--- src/rtl/usb_pkg.sv ---
// Shared USB TX definitions: request codes, PID bytes, FSM states and the
// helpers that map a request code to its PID byte and packet class.
package usb_pkg;

  typedef enum logic [2:0] {
    PKT_NONE  = 3'd0,
    PKT_DATA0 = 3'd1,
    PKT_DATA1 = 3'd2,
    PKT_ACK   = 3'd3,
    PKT_NAK   = 3'd4,
    PKT_STALL = 3'd5
  } tx_pkt_e;

  localparam logic [7:0] PID_DATA0 = 8'hC3;
  localparam logic [7:0] PID_DATA1 = 8'h4B;
  localparam logic [7:0] PID_ACK   = 8'hD2;
  localparam logic [7:0] PID_NAK   = 8'h5A;
  localparam logic [7:0] PID_STALL = 8'h1E;

  localparam logic [7:0] SYNC_BYTE  = 8'h80;
  localparam int         MAX_PACKET = 64;

  typedef enum logic [2:0] {
    ST_IDLE   = 3'd0,
    ST_SYNC   = 3'd1,
    ST_PID    = 3'd2,
    ST_DATA   = 3'd3,
    ST_CRC_LO = 3'd4,
    ST_CRC_HI = 3'd5,
    ST_EOP    = 3'd6
  } tx_state_e;

  function automatic logic [7:0] pid_byte(input logic [2:0] t);
    case (t)
      PKT_DATA0: return PID_DATA0;
      PKT_DATA1: return PID_DATA1;
      PKT_ACK:   return PID_ACK;
      PKT_NAK:   return PID_NAK;
      PKT_STALL: return PID_STALL;
      default:   return 8'h00;
    endcase
  endfunction

  function automatic logic is_data_pkt(input logic [2:0] t);
    return (t == PKT_DATA0) || (t == PKT_DATA1);
  endfunction

endpackage

--- src/rtl/tx_packet_ctrl_if.sv ---
// Buffer/encoder-facing signals of the TX packet controller.
interface tx_packet_ctrl_if;
  logic [2:0] tx_packet;
  logic [6:0] buffer_occupancy;
  logic [7:0] tx_packet_data;
  logic       byte_req;
  logic       eop_done;
  logic       get_tx_packet_data;
  logic [7:0] tx_byte;
  logic       tx_byte_valid;
  logic       eop_req;
  logic       tx_busy;
  logic       tx_error;

  // slave is the controller; master is the buffer/encoder side driving it
  modport slave (
    input  tx_packet, buffer_occupancy, tx_packet_data, byte_req, eop_done,
    output get_tx_packet_data, tx_byte, tx_byte_valid, eop_req, tx_busy, tx_error
  );
  modport master (
    output tx_packet, buffer_occupancy, tx_packet_data, byte_req, eop_done,
    input  get_tx_packet_data, tx_byte, tx_byte_valid, eop_req, tx_busy, tx_error
  );
endinterface

--- src/rtl/crc16_usb.sv ---
// USB CRC16 (poly 0x8005 reflected, init 0xFFFF), one byte per enabled cycle.
module crc16_usb (
  input  logic        clk,
  input  logic        n_rst,
  input  logic        clear,
  input  logic        enable,
  input  logic [7:0]  data,
  output logic [15:0] crc
);

  function automatic logic [15:0] crc_byte(input logic [15:0] c, input logic [7:0] d);
    logic [15:0] r;
    r = c;
    // LSB-first: reflected polynomial 0xA001
    for (int i = 0; i < 8; i++)
      r = (r[0] ^ d[i]) ? ((r >> 1) ^ 16'hA001) : (r >> 1);
    return r;
  endfunction

  always_ff @(posedge clk or negedge n_rst) begin
    if (!n_rst)      crc <= 16'hFFFF;
    else if (clear)  crc <= 16'hFFFF;
    else if (enable) crc <= crc_byte(crc, data);
  end

endmodule

--- src/rtl/tx_packet_ctrl.sv ---
// USB TX packet sequencer: SYNC, PID, payload, inverted CRC16, EOP handshake
// with the encoder, popping the packet buffer one byte per consumed DATA byte.
module tx_packet_ctrl
  import usb_pkg::*;
(
  input  logic            clk,
  input  logic            n_rst,
  tx_packet_ctrl_if.slave bus
);

  tx_state_e   state, state_nxt;
  logic [2:0]  pkt_type;
  logic [6:0]  remaining;
  logic [6:0]  len_in;
  logic [15:0] crc;
  logic [7:0]  tx_byte_d;
  logic        req_legal, req_illegal, underflow, pop, crc_clear, tx_error_q;

  assign req_legal   = (bus.tx_packet != PKT_NONE) && (bus.tx_packet <= PKT_STALL);
  assign req_illegal = bus.tx_packet > PKT_STALL;
  assign len_in      = (bus.buffer_occupancy > 7'(MAX_PACKET)) ? 7'(MAX_PACKET)
                                                               : bus.buffer_occupancy;

  // An empty buffer mid-payload aborts straight to EOP and suppresses the pop
  assign underflow = (state == ST_DATA) && (remaining != 7'd0) && (bus.buffer_occupancy == 7'd0);
  assign pop       = bus.byte_req && (state == ST_DATA) && !underflow;
  assign crc_clear = (state == ST_IDLE);

  always_comb begin
    state_nxt = state;
    case (state)
      ST_IDLE:   if (req_legal) state_nxt = ST_SYNC;
      ST_SYNC:   if (bus.byte_req) state_nxt = ST_PID;
      ST_PID:
        if (bus.byte_req) begin
          if (is_data_pkt(pkt_type)) state_nxt = (remaining != 7'd0) ? ST_DATA : ST_CRC_LO;
          else                       state_nxt = ST_EOP;
        end
      ST_DATA:
        if (underflow)                        state_nxt = ST_EOP;
        else if (pop && remaining == 7'd1)    state_nxt = ST_CRC_LO;
      ST_CRC_LO: if (bus.byte_req) state_nxt = ST_CRC_HI;
      ST_CRC_HI: if (bus.byte_req) state_nxt = ST_EOP;
      ST_EOP:    if (bus.eop_done) state_nxt = ST_IDLE;
      default:   state_nxt = ST_IDLE;
    endcase
  end

  always_ff @(posedge clk or negedge n_rst) begin
    if (!n_rst) begin
      state      <= ST_IDLE;
      pkt_type   <= 3'd0;
      remaining  <= 7'd0;
      tx_error_q <= 1'b0;
    end else begin
      state      <= state_nxt;
      tx_error_q <= ((state == ST_IDLE) && req_illegal) || underflow;
      if ((state == ST_IDLE) && req_legal) begin
        pkt_type  <= bus.tx_packet;
        remaining <= is_data_pkt(bus.tx_packet) ? len_in : 7'd0;
      end else if (pop) begin
        remaining <= remaining - 7'd1;
      end
    end
  end

  crc16_usb u_crc (
    .clk    (clk),
    .n_rst  (n_rst),
    .clear  (crc_clear),
    .enable (pop),
    .data   (bus.tx_packet_data),
    .crc    (crc)
  );

  always_comb begin
    tx_byte_d = 8'h00;
    case (state)
      ST_SYNC:   tx_byte_d = SYNC_BYTE;
      ST_PID:    tx_byte_d = pid_byte(pkt_type);
      ST_DATA:   tx_byte_d = bus.tx_packet_data;
      ST_CRC_LO: tx_byte_d = ~crc[7:0];
      ST_CRC_HI: tx_byte_d = ~crc[15:8];
      default:   tx_byte_d = 8'h00;
    endcase
  end

  assign bus.tx_byte            = tx_byte_d;
  assign bus.get_tx_packet_data = pop;
  assign bus.tx_byte_valid      = (state == ST_SYNC) || (state == ST_PID) || (state == ST_DATA) ||
                                  (state == ST_CRC_LO) || (state == ST_CRC_HI);
  assign bus.eop_req            = (state == ST_EOP);
  assign bus.tx_busy            = (state != ST_IDLE);
  assign bus.tx_error           = tx_error_q;

endmodule

--- src/flat_wrapper.sv ---
// flat-port wrapper written by rule: the top's interface ports become plain ports
module tx_packet_ctrl_flat import usb_pkg::*;
  (clk, n_rst, bus_tx_packet, bus_buffer_occupancy, bus_tx_packet_data, bus_byte_req, bus_eop_done, bus_get_tx_packet_data, bus_tx_byte, bus_tx_byte_valid, bus_eop_req, bus_tx_busy, bus_tx_error);
  tx_packet_ctrl_if bus_i ();
  input  logic clk;
  input  logic n_rst;
  input wire logic [$bits(bus_i.tx_packet)-1:0] bus_tx_packet;
  input wire logic [$bits(bus_i.buffer_occupancy)-1:0] bus_buffer_occupancy;
  input wire logic [$bits(bus_i.tx_packet_data)-1:0] bus_tx_packet_data;
  input wire logic [$bits(bus_i.byte_req)-1:0] bus_byte_req;
  input wire logic [$bits(bus_i.eop_done)-1:0] bus_eop_done;
  output wire logic [$bits(bus_i.get_tx_packet_data)-1:0] bus_get_tx_packet_data;
  output wire logic [$bits(bus_i.tx_byte)-1:0] bus_tx_byte;
  output wire logic [$bits(bus_i.tx_byte_valid)-1:0] bus_tx_byte_valid;
  output wire logic [$bits(bus_i.eop_req)-1:0] bus_eop_req;
  output wire logic [$bits(bus_i.tx_busy)-1:0] bus_tx_busy;
  output wire logic [$bits(bus_i.tx_error)-1:0] bus_tx_error;
  assign bus_i.tx_packet = bus_tx_packet;
  assign bus_i.buffer_occupancy = bus_buffer_occupancy;
  assign bus_i.tx_packet_data = bus_tx_packet_data;
  assign bus_i.byte_req = bus_byte_req;
  assign bus_i.eop_done = bus_eop_done;
  assign bus_get_tx_packet_data = bus_i.get_tx_packet_data;
  assign bus_tx_byte = bus_i.tx_byte;
  assign bus_tx_byte_valid = bus_i.tx_byte_valid;
  assign bus_eop_req = bus_i.eop_req;
  assign bus_tx_busy = bus_i.tx_busy;
  assign bus_tx_error = bus_i.tx_error;
  tx_packet_ctrl u_core (.clk(clk), .n_rst(n_rst), .bus(bus_i));
endmodule
--- config.mk ---
export PLATFORM = sky130hd
export DESIGN_NAME = tx_packet_ctrl_flat
export DESIGN_NICKNAME = d
export VERILOG_FILES = /design/src/rtl/usb_pkg.sv /design/src/rtl/tx_packet_ctrl_if.sv /design/src/rtl/crc16_usb.sv /design/src/rtl/tx_packet_ctrl.sv /design/src/flat_wrapper.sv
export SDC_FILE = /design/constraint.sdc
export NUM_CORES = 1
export LEC_CHECK = 0
export ABC_AREA = 1
export BUFFER_PORTS_ARGS = -buffer_cell sky130_fd_sc_hd__buf_2
export CORE_MARGIN = 2
export CORE_UTILIZATION = 59
export CTS_BUF_LIST = sky130_fd_sc_hd__clkbuf_4
export DETAILED_ROUTE_END_ITERATION = 7
export PLACE_DENSITY = 0.82
export SLEW_MARGIN = 20
export SYNTH_ARGS = -nofsm -noshare
export SYNTH_HDL_FRONTEND = slang
export SYNTH_SLANG_ARGS = --single-unit
--- constraint.sdc ---
create_clock -name clk -period 2.3 [get_ports clk]
set_input_delay 0.23 -clock clk [delete_from_list [all_inputs] [get_ports clk]]
set_output_delay 0.23 -clock clk [all_outputs]
set_load 0.005 [all_outputs]
* Yosys cells after proc, flatten, opt, wreduce, memory -nomap -nowiden
Index checks and enable logic that the tools add are counted.
Word-level totals: register bits 30, logic and storage cells 99
Operators by class: add/subtract/negate cells 1, $lt $le $gt $ge 3, equality and inequality tests 21, muxes and demuxes 27, bitwise gates (word level) 18, reduce and logical (&&, ||, !) cells 24
Operators by type and width (count):
- 16-bit two-way mux | 10
- 8-bit one-hot mux with 5 select lines | 2
- 3-bit two-way mux | 10
- 7-bit two-way mux | 4
- 2-bit inverter with 3-bit output | 8
- 3-bit one-hot mux with 7 select lines | 1
- 8-bit inverter | 2
- 3-bit by 2-bit equality test with 1-bit output (second input constant) | 5
- 3-bit equality test (second input constant) | 5
- 2-bit inequality test (second input constant) | 5
- 3-bit by 1-bit equality test with 1-bit output (second input constant) | 3
- 1-bit logical AND | 8
- 1-bit bitwise XOR | 8
- 7-bit by 1-bit equality test with 1-bit output (second input constant) | 1
- 7-bit > comparator (second input constant) | 1
- 7-bit zero test | 1
- 1-bit logical OR | 7
- 7-bit AND reduction | 1
- 7-bit nonzero test | 1
- 7-bit by 1-bit subtractor with 7-bit output (second input constant) | 1
- 3-bit nonzero test | 2
- 2-bit nonzero test | 2
- 3-bit > comparator (second input constant) | 1
- 3-bit less-or-equal comparator (second input constant) | 1
- 4 further kinds | 4

* Depth between registers and ports, before layout
Gate-level depths: netlist (run 1).
word-level depth 18, depth in mapped cells 17

* Hierarchy
From an unflattened synthesis (run 1), not the netlist that was laid out.
Second synthesis, totals: cells, all modules 338, area total of the unflattened synthesis 2524.9 µm²
Modules (own cells, without submodules):
- tx_packet_ctrl | instances 1, cells an instance 217, area each 1448.9 µm², seq. area each 350.3 µm²
- crc16_usb | instances 1, cells an instance 121, area each 1076.0 µm², seq. area each 420.4 µm²

* Worst setup path before layout (run 1)
OpenSTA, ideal clock, no wires.
path kind flip-flop to flip-flop, start register u_core.u_crc.crc[1], end register u_core.u_crc.crc[0], library setup time 0.078 ns, arrival 1.869 ns, path slack 0.353 ns, stages on the path, launching flop included 18, period minus slack after synthesis 1.947 ns, cells stage by stage dfstp_2 > inv_1 > nand2_1 > nand2_1 > nand2_1 > nand2_1 > nand2_1 > nand3_1 > nand3_1 > nand2_1 > nand2_1 > nand3_1 > nand2_1 > nand2_1 > nand2_1 > nand2_1 > nand3_1 > nand2_1
On the way: word-level cells in the longest chain between the ends 18
Ends and longest elaborated chain:
- start: declaration | line crc16_usb.sv:8 | output logic [15:0] crc
- start signal: assignment | line crc16_usb.sv:23 | else if (enable) crc <= crc_byte(crc, data);
- 2-bit inverter with 3-bit output (no line)
- 16-bit two-way mux * | line crc16_usb.sv:16 | r = (r[0] ^ d[i]) ? ((r >> 1) ^ 16'hA001) : (r >> 1);
- 1-bit bitwise XOR * | line crc16_usb.sv:16
- 16-bit two-way mux * | line crc16_usb.sv:16
- 1-bit bitwise XOR * | line crc16_usb.sv:16
- 16-bit two-way mux * | line crc16_usb.sv:16
- 1-bit bitwise XOR * | line crc16_usb.sv:16
- 16-bit two-way mux * | line crc16_usb.sv:16
- [2 not listed]
- 1-bit bitwise XOR * | line crc16_usb.sv:16
- 16-bit two-way mux * | line crc16_usb.sv:16
- 1-bit bitwise XOR * | line crc16_usb.sv:16
- 16-bit two-way mux * | line crc16_usb.sv:16
- 1-bit bitwise XOR * | line crc16_usb.sv:16
- 16-bit two-way mux * | line crc16_usb.sv:16
- 16-bit two-way mux * | line crc16_usb.sv:23
- 16-bit two-way mux * | line crc16_usb.sv:22 | else if (clear) crc <= 16'hFFFF;
Every way passes the cells marked *; elsewhere a longest branch is shown, timed or not. The select of a mux whose other input is x is not followed. A chain may end at the register's enable or synchronous reset.

* Worst setup path after layout (run 1)
start register u_core.remaining[0], end output bus_get_tx_packet_data
On the way: word-level cells in the longest chain between the ends 5
Ends and longest elaborated chain:
- start: declaration | line tx_packet_ctrl.sv:13 | logic [6:0] remaining;
- start signal: assignment | line tx_packet_ctrl.sv:60 | remaining <= is_data_pkt(bus.tx_packet) ? len_in : 7'd0;
- start signal: assignment | line tx_packet_ctrl.sv:62 | remaining <= remaining - 7'd1;
- 7-bit nonzero test | line tx_packet_ctrl.sv:25 | assign underflow = (state == ST_DATA) && (remaining != 7'd0) && (bus.buffer_occupancy == 7'd0);
- 1-bit logical AND (2 in a row) | line tx_packet_ctrl.sv:25
- 1-bit zero test | line tx_packet_ctrl.sv:26 | assign pop = bus.byte_req && (state == ST_DATA) && !underflow;
- 1-bit logical AND | line tx_packet_ctrl.sv:26
- end: declaration | line flat_wrapper.sv:12 | output wire logic [$bits(bus_i.get_tx_packet_data)-1:0] bus_get_tx_packet_data;
No other way between the ends.

==> impl_results.md, run 1 <==
* Number of synthesized flops with an enable pin at 0
* Vias in the first global route at between 2000 and 2500
* Slew margin rel. at a little under three fifths
* Max-Cap Viols at 0
* Top post-synthesis cells by area: dfstp_2, dfrtp_1, nand2_1
* Hold Path Sink: u_core.pkt_type[0]$_DFFE_PN0P_
* Critical Path AT at approximately 2000 ps
* Setup violators final at 0
* DR vias at approximately 2400
* VDD IR max at slightly above 800 uV
* Top cell type by total area after synthesis: dfstp_2
* Area share of the largest cell type after synthesis at 18.6%
* Async set-reset flop share out of synthesis at between 90% and 100%
* Vias per std cell at 5.67
* Post-Route WL at 6.03 mm
* # DRC at 0
* Tcrit/Tclk final at between 90 and 100%
* Synth cell types at 37
* Clock Skew at 11.6 ps
* Num CTS Buffers at 5
* Worst-margin pin slew at between 600 and 700 ps
* Synth warn at 0
* Leakage at between 1 and 1.5 nW
* Post-synth top flop: dfstp_2
* Chip width at around 66 um
* Hold Crit Start: bus_tx_packet[0]
* Max-slew violation count at 0
* R2r setup slk at roughly 130 ps
* Hpwl dp at between 4 and 5 mm
* Avg WL per Cell at about 14 um
* Final global-route overflow total at 0
* Data required time of the worst path at roughly 2100 ps
* Mapped Area at about 2300 um2
* Root Buffer: clkbuf_4
* Top Ports at 35
* Layout area overhead at 19.5%
* Post-Synthesis Cells at between 300 and 400
* Post-layout util at ~74%
* Worst-path clk slew at ~90 ps
* Global Route Usage Sum at about 29%
* R2R cell count at 17
* Critical Path Source Type: flip-flop
* Syn nets at roughly 350
* Initial antenna violation count at 0
* Clock Sinks at 30
* Hold Path Cell Cnt at 3
* Gpl congestion at 0.947
* Layout cells sized above 1 at about 28%
* Worst R2R Start: u_core.u_crc.crc[1]$_DFFE_PN1P_
* Die H at between 60 and 70 um
* CTS tree: done
* Status: completed
* Synthesized flop and latch total at 30
* Num rows at 22
* Synthesized area per cell at slightly above 7 um2
* Hold Violations, Final at 0
* Depth of the CTS H-tree at 2
* Clock Path Buffers at 2
* Pre-CTS WS at roughly 50 ps
* Initial core utilization at approximately three fifths
* Count leader, synth: nand2_1
* WS Path Type: reg2out
* First-pass GRT wire length at 9.74 mm
* Hold WS at about 130 ps
* Power Dens Cells at approximately 1100 nW/um2
* Worst Hold Class: in2reg
* Nets@finish at 400
* DRT iter0 DRCs at about 170
* Crit. End Element: output pin
* IO buf count at 34
* Clock Latency Late Sink at roughly 340 ps
* Fmax achieved at 0.458 GHz
* Antenna Nets Post-Route at 0
* Post-synthesis sequential area ratio at 34.1%
* Crit Path Max Fanout at 11
* Top post-synthesis cells by count: nand2_1, inv_1, nand3_1, nor2_1, a21oi_1
* Worst Setup SP: u_core.remaining[0]$_DFFE_PN0P_
* DIE AREA at around 4300 um2
* DRT Pass-1 Iters at 5
* Largest net degree at the start of global routing at 31
* Worst setup margin at 116 ps
* Ant diodes at 0
* Tmin final at ~2200 ps
* Core Area at roughly 3700 um2
* Reg-to-reg endpoint: u_core.u_crc.crc[13]$_DFFE_PN1P_
-- registers in the layout (all words and copies together), names as in the netlist --
register,count
u_core.bus.tx_error,1
u_core.pkt_type,3
u_core.remaining,7
u_core.state,3
u_core.u_crc.crc,16
-- how the worst max path moves through the flow --
stage | end | slack [ps] | cells after the start
final | bus_get_tx_packet_data | 120 | 10
after global routing | u_core.u_crc.crc[0]$_DFFE_PN1P_ | -10 | 17
after CTS | bus_get_tx_packet_data | 20 | 8
after detailed placement | u_core.u_crc.crc[0]$_DFFE_PN1P_ | 50 | 17
after global placement | u_core.u_crc.crc[0]$_DFFE_PN1P_ | 120 | 17
after floorplan | u_core.u_crc.crc[0]$_DFFE_PN1P_ | 350 | 17
-- worst max-delay path: stages (launching register included) --
cell     delay [ps]
dfrtp_1         390
inv_1            90
ha_2            200
nand2_2         120
nor2_4           60
nor4_4          240
nor2_2           70
nand2_2         110
inv_2            70
buf_6           140
buf_2           120
-- metal layers --
layer / vias to the layer above / GRT usage, % / wire [um]
met4: 0 / 8.16 / 67
li1: 1151 / - / -
met5: - / 0 / 0
met3: 9 / 4.09 / 311
met2: 86 / 49.9 / 3060
met1: 1143 / 38.6 / 2600
-- per-stage QoR --
step                      instance area [um2]  TNS [ps]  std cells  power, W
after floorplan                          2260         0        319   0.00202
after global placement                   2510         0        403   0.00242
after detailed placement                 2510         0        403   0.00245
after CTS                                2590         0        412   0.00281
after global routing                     2710     -17.9        421   0.00324
final                                    2710         0        421   0.00299
-- layout make-up --
type	instances	area, um2
Multi-Input combinational cell	225	1290
Fill cell	291	956
Sequential cell	30	773
Timing Repair Buffer	51	304
Inverter	59	221
Tap cell	48	60.1
Clock buffer	6	45.0
Clock inverter	2	10.0
-- power breakdown --
group | leakage, nW | switching [W] | internal, W
Clock | 0.0354 | 0.000198 | 0.000128
Sequential | 0.342 | 0.000154 | 0.000753
Combinational | 1.02 | 0.00110 | 0.000660
Total | 1.40 | 0.00145 | 0.00154
-- logic make-up (layout without fill, tap and decap cells) --
| family | Yosys count | in the layout | share of synthesized area (%) |
|---|---|---|---|
| flops | 30 | 30 | 34.1 |
| simple gates | 136 | 136 | 26.7 |
| fa+ha+maj | 6 | 6 | 3.32 |
| compound gates | 70 | 70 | 19.1 |
| xor+xnor | 13 | 13 | 5.36 |
| buf+inv | 64 | 118 | 11.4 |
-- what timing repair did --
item | in CTS | in global routing
pin swaps | 1 | 4
hold endpoints to repair | 14 | 0
endpoints found under the setup margin | 2 | 13
gates resized for setup | 5 | 16
hold buffers | 1 | 0
setup buffers | 0 | 9
-- layout by cell type, fill, tap and decap left out, types with 2 or more instances in the layout --
cell type and instances:
o211ai_1 2, o21ai_1 3, nor2_2 3, o22ai_1 3, nand3_1 24, xnor2_1 2, inv_1 54, dfrtp_2 2
buf_4 15, nand3_2 3, nand2_1 61, o21ai_0 16, ha_1 5, inv_2 5, buf_2 34, a41oi_1 2
clkbuf_4 6, nand4_1 2, a31oi_1 4, nor3_1 3, nor2_1 23, a32oi_1 2, clkinv_2 2, dfstp_2 16
xor2_1 10, a21oi_1 19, a22oi_1 9, nor2_4 3, o31ai_1 5, dfrtp_1 12, nand2_2 10
(Power assumes the default switching activity.)
==> run 2, diff against run 1 <==
==> constraint.sdc (replaced) <==
create_clock -name clk -period 2.3 [get_ports clk]
set_input_delay 0.345 -clock clk [delete_from_list [all_inputs] [get_ports clk]]
set_output_delay 0.345 -clock clk [all_outputs]
set_load 0.005 [all_outputs]
==> run 2 against run 1 <==
Largest power group unchanged. Combinational power rose by 6%. Die area did not move. Cell area rose by 4.6%. Largest cell class unchanged. First-iteration DRC count rose by 17%. Clock power rose by 30%. Count of clock-buffer cells in the layout fell by 1. Via count rose by 1.5%. Utilization rose by 3.4 points.
==> impl_results.md, run 2 (synthesis gave the netlist of run 1 again) <==
* Status: completed
* Vias per std cell at between 5 and 6
* IO buf count at 34
* Antenna Nets Post-Route at 0
* Hold Violations, Final at 0
* VDD IR max at around 670 uV
* Largest regs: u_core.u_crc.crc (16), u_core.remaining (7)
* Clock Latency Late Sink at 340 ps
* First-pass GRT wire length at 9.59 mm
* Worst path cell trace: nor3_4 -> inv_4 -> nor4_4 -> nor2_2 -> nand2_2 -> inv_4 -> buf_2
* Critical Path Source Type: flip-flop
* CP Buf/Inv Count at 3
* Clock Power Share at a little over an eighth
* WS Path Type: reg2out
* Vias in the first global route at roughly 2100
* Commonest non-fill, non-tap cell in the layout: nand2_1
* Num CTS Buffers at 5
* Post-Layout Cell Count at between 400 and 500
* Root Buffer: clkbuf_4
* Max-slew violation count at 0
* Crit Path Max Fanout at 7
* Share of power burned in registers at about 29%
* Chip width at 65.9 um
* Worst Setup SP: u_core.state[2]$_DFFE_PN0P_
* CTS tree: done
* Max-Cap Viols at 0
* Layout area overhead at 25.0%
* Reg-to-reg endpoint: u_core.u_crc.crc[13]$_DFFE_PN1P_
* Largest net degree at the start of global routing at 31
* Core Area at around 3700 um2
* Worst Hold Class: in2async
* Power Dens Cells at 1130 nW/um2
* Tcrit/Tclk final at a little over nine tenths
* Worst-margin pin slew at 664 ps
* Clock Skew at 8.97 ps
* Leakage at 1.47 nW
* Post-Route WL at ~6.3 mm
* Fmax achieved at between 0.4 and 0.5 GHz
* Depth of the CTS H-tree at 2
* Psw at approximately 0.0015 W
* Setup TNS at 0 ps
* Hpwl dp at 4.48 mm
* DRT iter0 DRCs at 196
* Hold_buf cts at 0
* Switching Fraction at a little under half
* Global Route Usage Sum at between 20% and 30%
* Cell repeated most along the worst path: inv_4
* DIE AREA at ~4300 um2
* Nets@finish at about 410
* Die H at 65.9 um
* Ant diodes at 0
* Top Ports at 35
* Gpl congestion at around 0.93
* DRT Pass-1 Iters at 5
* # DRC at 0
* Combinational share of power at around 58%
* Initial antenna violation count at 0
* Data required time of the worst path at about 2000 ps
* Crit. End Element: output pin
* Initial core utilization at between 60% and 70%
* Layout cells sized above 1 at 31.4%
* Setup violators final at 0
* R2r setup slk at between 150 and 200 ps
* Num rows at 22
* Internal power at ~0.0017 W
* Clock Sinks at 30
* DR vias at ~2400
* Slew margin rel. at between 50% and 60%
* Most frequent cells in the layout: nand2_1, inv_1, buf_2
* Top delay family on crit path: simple AND/OR/NAND/NOR gates
* Avg WL per Cell at ~15 um
* Final global-route overflow total at 0
* Critical Path AT at approximately 1900 ps
* Worst-path clk slew at roughly 100 ps
* Max stage delay on crit path at approximately 500 ps
* Slowest cell on crit path: dfrtp_2
* Tmin final at roughly 2200 ps
* Placed cells at 406
* R2R cell count at 12
* Max FFs per register at 16
* Largest Register: u_core.u_crc.crc
* Clock Path Buffers at 2
* Worst R2R Start: u_core.state[2]$_DFFE_PN0P_
run 2: worst max-delay path by stage:
| stage | to | cells past startpoint |
|---|---|---|
| after floorplan | u_core.u_crc.crc[0]$_DFFE_PN1P_ | 17 |
| after global placement | u_core.u_crc.crc[0]$_DFFE_PN1P_ | 17 |
| after detailed placement | u_core.u_crc.crc[0]$_DFFE_PN1P_ | 17 |
| after CTS | bus_get_tx_packet_data | 9 |
| after global routing | bus_get_tx_packet_data | 7 |
| final | bus_get_tx_packet_data | 7 |
run 2: area by class of cell:
cell class,instances,area [um2]
Clock buffer,5,37.5
Clock inverter,3,40.0
Fill cell,266,832
Inverter,59,226
Multi-Input combinational cell,225,1300
Sequential cell,30,773
Tap cell,48,60.1
Timing Repair Buffer,63,395
run 2: metrics by stage:
step | cell area [um2] | hold WS [ps] | worst slack (ps) | utilization, % | power [W]
final | 2830 | 23.8 | 50.7 | 77.3 | 0.00321
after global placement | 2530 | 416 | 163 | 69.1 | 0.00245
after CTS | 2630 | 33.7 | 21.1 | 71.7 | 0.00294
after detailed placement | 2530 | 408 | 97.9 | 69.1 | 0.00248
after global routing | 2830 | 52.8 | -51.3 | 77.3 | 0.00345
after floorplan | 2260 | 49.4 | 353 | - | 0.00202
run 2: repair_timing:
item	in CTS	in global routing
gates resized for setup	6	23
endpoints found under the setup margin	1	12
pin swaps	1	10
hold endpoints to repair	0	0
setup buffers	0	19
run 2: metal layers:
layer  global-route usage [%]  part of all wire, %  vias up
li1                         -                    -     1182
met1                     37.1                   42     1120
met3                     5.96                  5.9       16
met5                        0                    0        -
met4                     8.67                  2.1        0
met2                     49.9                   50      108
run 2: power groups by stage:
| stage | registers [W] | clock network, W | logic (W) |
|---|---|---|---|
| 2_1_floorplan | 0.000880 | 0 | 0.00114 |
| 3_3_place_gp | 0.000903 | 0 | 0.00155 |
| 3_5_place_dp | 0.000908 | 0 | 0.00157 |
| 4_1_cts | 0.000903 | 0.000424 | 0.00162 |
| 5_1_grt | 0.000939 | 0.000461 | 0.00205 |
| 6_report | 0.000925 | 0.000424 | 0.00186 |
